==> src/rtl/video_dma_sequencer_pkg.sv <==
// Shared types and widths for the video DMA sequencer.
package video_dma_sequencer_pkg;

  localparam int ADDR_W = 32;
  localparam int DATA_W = 32;
  localparam int BCNT_W = 7;

  typedef enum logic [2:0] {
    S_IDLE,
    S_LOAD,
    S_ISSUE,
    S_DRAIN,
    S_DONE
  } state_e;

endpackage

==> src/rtl/video_dma_sequencer_rbuf.sv <==
// Show-ahead read buffer between the Avalon-MM response
// and the Avalon-ST source; head is valid whenever used != 0.
module video_dma_sequencer_rbuf
  import video_dma_sequencer_pkg::*;
#(
  parameter int DEPTH = 64
) (
  input  logic                     wrclk,
  input  logic                     wrreset_n,
  input  logic                     push,
  input  logic [DATA_W-1:0]        push_data,
  input  logic                     pop,
  output logic [DATA_W-1:0]        head,
  output logic [$clog2(DEPTH):0]   used,
  output logic                     empty
);

  localparam int AW = $clog2(DEPTH);

  logic [DATA_W-1:0] mem_q [DEPTH];
  logic [AW-1:0]     wr_ptr_q, wr_ptr_d;
  logic [AW-1:0]     rd_ptr_q, rd_ptr_d;
  logic [AW:0]       used_q, used_d;

  always_comb begin
    wr_ptr_d = wr_ptr_q + AW'(push);
    rd_ptr_d = rd_ptr_q + AW'(pop);
    used_d   = used_q + (AW+1)'(push) - (AW+1)'(pop);
  end

  always_ff @(posedge wrclk or negedge wrreset_n) begin
    if (!wrreset_n) begin
      wr_ptr_q <= '0;
      rd_ptr_q <= '0;
      used_q   <= '0;
      for (int i = 0; i < DEPTH; i++) begin
        mem_q[i] <= '0;
      end
    end else begin
      wr_ptr_q <= wr_ptr_d;
      rd_ptr_q <= rd_ptr_d;
      used_q   <= used_d;
      if (push) begin
        mem_q[wr_ptr_q] <= push_data;
      end
    end
  end

  assign head  = mem_q[rd_ptr_q];
  assign used  = used_q;
  assign empty = (used_q == '0);

endmodule

==> src/rtl/video_dma_sequencer.sv <==
// Frame-buffer read DMA: bursts a frame from memory into a video stream.
// Optional underrun counter enabled by VIDEO_SEQ_UNDERRUN_CNT_EN.
module video_dma_sequencer
  import video_dma_sequencer_pkg::*;
#(
  parameter int WORDS_PER_FRAME = 153600,
  parameter int BURST_LEN       = 32,
  parameter int RBUF_DEPTH      = 64
) (
  input  logic              wrclk,
  input  logic              wrreset_n,
  input  logic              enable,
  input  logic [ADDR_W-1:0] base_addr,
  input  logic              base_wr,
  output logic              busy,
  output logic              frame_done,
  output logic [ADDR_W-1:0] m_address,
  output logic              m_read,
  output logic [BCNT_W-1:0] m_burstcount,
  input  logic              m_waitrequest,
  input  logic [DATA_W-1:0] m_readdata,
  input  logic              m_readdatavalid,
  output logic [DATA_W-1:0] src_data,
  output logic              src_valid,
  output logic              src_sop,
  output logic              src_eop,
  output logic [1:0]        src_empty,
  input  logic              src_ready,
  output logic [15:0]       underrun_count
);

  localparam int WIW = $clog2(WORDS_PER_FRAME + 1);
  localparam int OW  = $clog2(RBUF_DEPTH) + 1;
  localparam int CW  = OW + 1;

  state_e            state_q, state_d;
  logic [ADDR_W-1:0] pend_addr_q, pend_addr_d;
  logic              pend_vld_q, pend_vld_d;
  logic [ADDR_W-1:0] cur_addr_q, cur_addr_d;
  logic [ADDR_W-1:0] word_addr_q, word_addr_d;
  logic [ADDR_W-1:0] m_address_q, m_address_d;
  logic              m_read_q, m_read_d;
  logic [BCNT_W-1:0] bcnt_q, bcnt_d;
  logic              busy_q, busy_d;
  logic              done_q, done_d;
  logic [WIW-1:0]    issued_q, issued_d;
  logic [WIW-1:0]    idx_q, idx_d;
  logic [OW-1:0]     outst_q, outst_d;

  logic [OW-1:0]     rb_used;
  logic              rb_empty;
  logic [DATA_W-1:0] rb_head;
  logic              pop;
  logic              accept;
  logic              last_word;
  logic              eop_acc;
  logic [CW-1:0]     fill;
  logic              credit_ok;

  video_dma_sequencer_rbuf #(
    .DEPTH(RBUF_DEPTH)
  ) u_rbuf (
    .wrclk    (wrclk),
    .wrreset_n(wrreset_n),
    .push     (m_readdatavalid),
    .push_data(m_readdata),
    .pop      (pop),
    .head     (rb_head),
    .used     (rb_used),
    .empty    (rb_empty)
  );

  assign pop       = ~rb_empty & src_ready;
  assign accept    = m_read_q & ~m_waitrequest;
  assign last_word = (idx_q == WIW'(WORDS_PER_FRAME - 1));
  assign eop_acc   = pop & last_word;
  // Buffered plus in-flight words must leave room for a whole burst.
  assign fill      = CW'(rb_used) + CW'(outst_q);
  assign credit_ok = (fill <= CW'(RBUF_DEPTH - BURST_LEN));

  always_comb begin
    state_d     = state_q;
    pend_addr_d = pend_addr_q;
    pend_vld_d  = pend_vld_q;
    cur_addr_d  = cur_addr_q;
    word_addr_d = word_addr_q;
    m_address_d = m_address_q;
    m_read_d    = m_read_q;
    bcnt_d      = bcnt_q;
    issued_d    = issued_q;
    idx_d       = idx_q;
    done_d      = 1'b0;
    outst_d     = outst_q
                + (accept ? OW'(BURST_LEN) : '0)
                - OW'(m_readdatavalid);
    if (pop) begin
      idx_d = last_word ? '0 : idx_q + WIW'(1);
    end
    if (base_wr) begin
      pend_addr_d = base_addr;
      pend_vld_d  = 1'b1;
    end
    unique case (state_q)
      S_IDLE: begin
        if (enable && pend_vld_q) state_d = S_LOAD;
      end
      S_LOAD: begin
        cur_addr_d  = pend_addr_q;
        word_addr_d = pend_addr_q;
        issued_d    = '0;
        pend_vld_d  = base_wr;
        state_d     = S_ISSUE;
      end
      S_ISSUE: begin
        if (m_read_q) begin
          if (!m_waitrequest) begin
            m_read_d    = 1'b0;
            word_addr_d = word_addr_q + ADDR_W'(4 * BURST_LEN);
            issued_d    = issued_q + WIW'(BURST_LEN);
            if (issued_d == WIW'(WORDS_PER_FRAME)) state_d = S_DRAIN;
          end
        end else if (credit_ok) begin
          m_read_d    = 1'b1;
          m_address_d = word_addr_q;
          bcnt_d      = BCNT_W'(BURST_LEN);
        end
      end
      S_DRAIN: begin
        if (eop_acc) begin
          state_d = S_DONE;
          done_d  = 1'b1;
        end
      end
      S_DONE: begin
        if (enable && pend_vld_q) begin
          state_d = S_LOAD;
        end else if (enable) begin
          state_d     = S_ISSUE;
          word_addr_d = cur_addr_q;
          issued_d    = '0;
        end else begin
          state_d = S_IDLE;
        end
      end
      default: state_d = S_IDLE;
    endcase
    busy_d = (state_d != S_IDLE);
  end

  always_ff @(posedge wrclk or negedge wrreset_n) begin
    if (!wrreset_n) begin
      state_q     <= S_IDLE;
      pend_addr_q <= '0;
      pend_vld_q  <= 1'b0;
      cur_addr_q  <= '0;
      word_addr_q <= '0;
      m_address_q <= '0;
      m_read_q    <= 1'b0;
      bcnt_q      <= '0;
      busy_q      <= 1'b0;
      done_q      <= 1'b0;
      issued_q    <= '0;
      idx_q       <= '0;
      outst_q     <= '0;
    end else begin
      state_q     <= state_d;
      pend_addr_q <= pend_addr_d;
      pend_vld_q  <= pend_vld_d;
      cur_addr_q  <= cur_addr_d;
      word_addr_q <= word_addr_d;
      m_address_q <= m_address_d;
      m_read_q    <= m_read_d;
      bcnt_q      <= bcnt_d;
      busy_q      <= busy_d;
      done_q      <= done_d;
      issued_q    <= issued_d;
      idx_q       <= idx_d;
      outst_q     <= outst_d;
    end
  end

`ifdef VIDEO_SEQ_UNDERRUN_CNT_EN
  logic [15:0] urun_q, urun_d;

  always_comb begin
    urun_d = urun_q;
    if (state_q == S_LOAD) begin
      urun_d = '0;
    end else if ((state_q == S_ISSUE || state_q == S_DRAIN)
                 && src_ready && rb_empty
                 && urun_q != 16'hFFFF) begin
      urun_d = urun_q + 16'd1;
    end
  end

  always_ff @(posedge wrclk or negedge wrreset_n) begin
    if (!wrreset_n) urun_q <= '0;
    else            urun_q <= urun_d;
  end

  assign underrun_count = urun_q;
`else
  assign underrun_count = '0;
`endif

  assign busy         = busy_q;
  assign frame_done   = done_q;
  assign m_address    = m_address_q;
  assign m_read       = m_read_q;
  assign m_burstcount = bcnt_q;
  assign src_data     = rb_head;
  assign src_valid    = ~rb_empty;
  assign src_sop      = ~rb_empty & (idx_q == '0);
  assign src_eop      = ~rb_empty & last_word;
  assign src_empty    = 2'b00;

endmodule

==> config.mk <==
export PLATFORM = sky130hd
export DESIGN_NAME = video_dma_sequencer
export DESIGN_NICKNAME = d
export VERILOG_FILES = /design/src/rtl/video_dma_sequencer_pkg.sv /design/src/rtl/video_dma_sequencer_rbuf.sv /design/src/rtl/video_dma_sequencer.sv
export SDC_FILE = /design/constraint.sdc
export NUM_CORES = 2
export LEC_CHECK = 0
export ABC_CLOCK_PERIOD_IN_PS = 5800
export BUFFER_PORTS_ARGS = -buffer_cell sky130_fd_sc_hd__buf_2
export CELL_PAD_IN_SITES_DETAIL_PLACEMENT = 1
export CELL_PAD_IN_SITES_GLOBAL_PLACEMENT = 1
export CORE_MARGIN = 8
export CORE_UTILIZATION = 58
export CTS_CLUSTER_DIAMETER = 40
export CTS_CLUSTER_SIZE = 24
export DETAILED_ROUTE_END_ITERATION = 6
export PLACE_DENSITY = 0.81
export SETUP_SLACK_MARGIN = 0.05
export SLEW_MARGIN = 15
export SYNTH_ARGS = -nofsm -noshare
export SYNTH_HDL_FRONTEND = slang
export SYNTH_SLANG_ARGS = --single-unit
==> constraint.sdc <==
create_clock -name wrclk -period 5.8 [get_ports wrclk]
set_clock_uncertainty 0.2 [all_clocks]
set_input_delay 0.87 -clock wrclk [delete_from_list [all_inputs] [get_ports wrclk]]
set_output_delay 0.87 -clock wrclk [all_outputs]
set_load 0.005 [all_outputs]
==> results.sh <==
export IMPL_cp_data_required_time_ns=4.73
export IMPL_drc_errors=0
export IMPL_io_buffers=141
export IMPL_rsz0062_at_grt="false"
export IMPL_irDropWorstVdd_mv=0.389
export IMPL_path_clk_slew_ns=0.06
export IMPL_synth_seq_cells=2241
export IMPL_cts_tree="built"
export IMPL_worstSetupEndpointType="output pin"
export IMPL_power_density_mw_per_mm2=542
export IMPL_fillCellCount=14664
export IMPL_fin_ws_ns=-0.215
export IMPL_ys_types=61
export IMPL_grt_pass1_vias=72655
export IMPL_ant_nets=0
export IMPL_fin_util=0.664
export IMPL_synth_top_flop_cell="dfrtp_1"
export IMPL_via_per_inst=7.01
export IMPL_synthTopCellsByArea="dfrtp_1, mux2_2, mux4_2, clkbuf_1, mux2i_1"
export IMPL_die_h_um=436
export IMPL_synth_edf_count=0
export IMPL_grt_ovfl_total=0
export IMPL_critPathMaxFanout=21
export IMPL_ys_seq_area_frac=0.549
export IMPL_nets=6800
export IMPL_dp_hpwl_um=190000
export IMPL_max_cap_violations=0
export IMPL_startpoint_type="flop"
export IMPL_outcome="finished, violations left"
export IMPL_slew_violations=0
export IMPL_syn_area_mm2=0.102
export IMPL_post_drt_wl_per_cell_um=38.0
export IMPL_placementRows=154
export IMPL_wl_um=352000
export IMPL_synthDominantCellAreaShare=0.549
export IMPL_syn_to_final_growth_pct=14.2
export IMPL_whs_ns=0.0270
export IMPL_worst_pin_slew_ns=1.33
export IMPL_grt_pass1_wl_um=521000
export IMPL_die_w_um=436
export IMPL_leakage_nw=54.1
export IMPL_fmax_mhz=166
export IMPL_grt_max_degree=163
export IMPL_period_share=1.04
export IMPL_ioPinCount=166
export IMPL_yosys_area_top_type="dfrtp_1"
export IMPL_numCtsBuffers=318
export IMPL_gp_congestion=0.854
export IMPL_h_tree_depth=5
export IMPL_die_area_mm2=0.190
export IMPL_start_util=0.582
export IMPL_min_path_type="in2reg"
export IMPL_vias=65047
export IMPL_syn_inst=6636
export IMPL_crit_type="reg2out"
export IMPL_grtUsageTotal=0.369
export IMPL_violations="negative setup slack"
export IMPL_finalSetupViolCount=1
export IMPL_first_pass_iters=6
export IMPL_cts_sinks=2241
export IMPL_grt_antenna_before_repair=11
export IMPL_syn_area_per_cell_um2=15.4
export IMPL_drtIter0Drc=6264
export IMPL_hold_viol=0
export IMPL_total_power_w=0.0632
export IMPL_placed_area_mm2=0.105
export IMPL_clockBufferDepth=4
export IMPL_drive_gt1_frac=0.526
export IMPL_async_reset_ff_frac=1.00
export IMPL_finish_instance_area_mm2=0.117
export IMPL_clock_latency_ns=0.93
export IMPL_core_mm2=0.176
export IMPL_cts_root_buf="clkbuf_16"
export IMPL_yosysWarnings=0
export IMPL_cp_data_arrival_time_ns=4.94
export IMPL_fin_crit_ns=6.01
export IMPL_relSlewSlack=0.113
## routing by layer
metal  global-route usage  vias up  wire, um
met5                    0        -        48
met4                0.226        8     25400
met3               0.0922     1314     30600
met2                0.572     3658    165000
met1                0.472    35392    131000
li1                     -    24675         -
## cell usage in the layout, fill, tap and decap left out, drive strengths merged, types with 39 or more instances in the layout
master / n
clkbuf: 373
mux2i: 115
nand2: 129
buf: 338
a21oi: 65
a22oi: 46
mux4: 542
o22ai: 39
clkinv: 53
nand3: 43
nor2: 117
mux2: 2144
dfrtp: 2241
inv: 107
o21ai: 114
clkinvlp: 39
## through the flow
step                      instances  setup WS [ns]  TNS, ns
after global placement         8678          0.513        0
after CTS                      9261         0.0571        0
final                          9274         -0.215   -0.215
after floorplan                6659           2.47        0
after detailed placement       8678          0.577        0
after global routing           9269         0.0531        0
## path summary, 6_finish.rpt
kind	slack, ns	startpoint	cells past startpoint	end
min reg2reg	0.27	m_burstcount[5]	1	m_burstcount[5]
max reg2reg	1.66	u_rbuf.used[5]	18	u_rbuf.used[6]
min	0.03	m_waitrequest	3	m_read
max	-0.21	u_rbuf.rd_ptr_q[5]	9	src_data[24]
min in group asynchronous	0.32	wrreset_n	2	pend_addr_q[10]
max in group asynchronous	3.30	wrreset_n	4	u_rbuf.mem_q[1475]
## what timing repair did
item,in CTS,in global routing
resized for setup,2,2
hold buffers,32,0
endpoints found under the setup margin,1,3
hold endpoints to repair,123,0
setup buffers,0,1
## synthesized netlist by cell type, types with 13 or more instances
| library cell | number |
|---|---|
| a22oi_1 | 46 |
| xnor2_1 | 24 |
| o22ai_1 | 39 |
| dfrtp_1 | 2241 |
| buf_4 | 36 |
| a22o_1 | 13 |
| ha_1 | 31 |
| inv_1 | 46 |
| nor3_1 | 25 |
| buf_2 | 110 |
| and2_1 | 16 |
| xor2_1 | 18 |
| buf_1 | 98 |
| nand2b_1 | 13 |
| clkbuf_1 | 378 |
| a21oi_1 | 65 |
| nand2_1 | 129 |
| mux2_2 | 2144 |
| nor2_1 | 117 |
| mux4_2 | 542 |
| mux2i_1 | 115 |
| o21ai_0 | 104 |
| a221oi_1 | 26 |
| nand3_1 | 43 |
| buf_6 | 30 |
## registers in the layout (all words and copies together), names as in the netlist
register and count:
idx_q 18, issued_q 13, cur_addr_q 32, u_rbuf.rd_ptr_q 6
pend_addr_q 32, word_addr_q 32, m_read 1, m_burstcount 1
state_q 3, u_rbuf.mem_q 2048, busy 1, u_rbuf.used 7
frame_done 1, pend_vld_q 1, outst_q 7, u_rbuf.wr_ptr_q 6
m_address 32
## kinds of logic after synthesis
group	share of synthesized area
XOR/XNOR	0.00360
adder cells (fa/ha/maj)	0.00439
AO/OA/AOI/OAI	0.0251
other	0.0000367
flip-flops	0.549
buffers and inverters	0.0309
multiplexers	0.367
AND/OR/NAND/NOR	0.0195
## area by class of cell
cell class                      instances  area, um2  share of cell area
Timing Repair Buffer                  370       3330              0.0286
Clock buffer                          373       8590              0.0736
Sequential cell                      2241      56100               0.481
Multi-Input combinational cell       3715      43400               0.372
Clock inverter                        178       2070              0.0177
Inverter                               49        191             0.00164
Tap cell                             2340       2930              0.0251
Antenna cell                            8       20.0            0.000172
## power by group
part | total (W) | switching, W | internal [W]
logic | 0.0197 | 0.0101 | 0.00953
registers | 0.0237 | 0.00339 | 0.0203
clock network | 0.0198 | 0.00784 | 0.0120
total | 0.0632 | 0.0214 | 0.0418
## worst max-delay path, stage by stage, from the launching register on
cell and delay (ns):
dfrtp_2 0.39, buf_4 0.47, nand2b_1 0.59, nor2_1 0.60, buf_4 0.36, a221oi_1 0.15
o21ai_0 0.43, o21ai_0 0.36, a21oi_1 0.42, buf_2 0.19
Note: power is estimated with default switching activity, not from simulation.
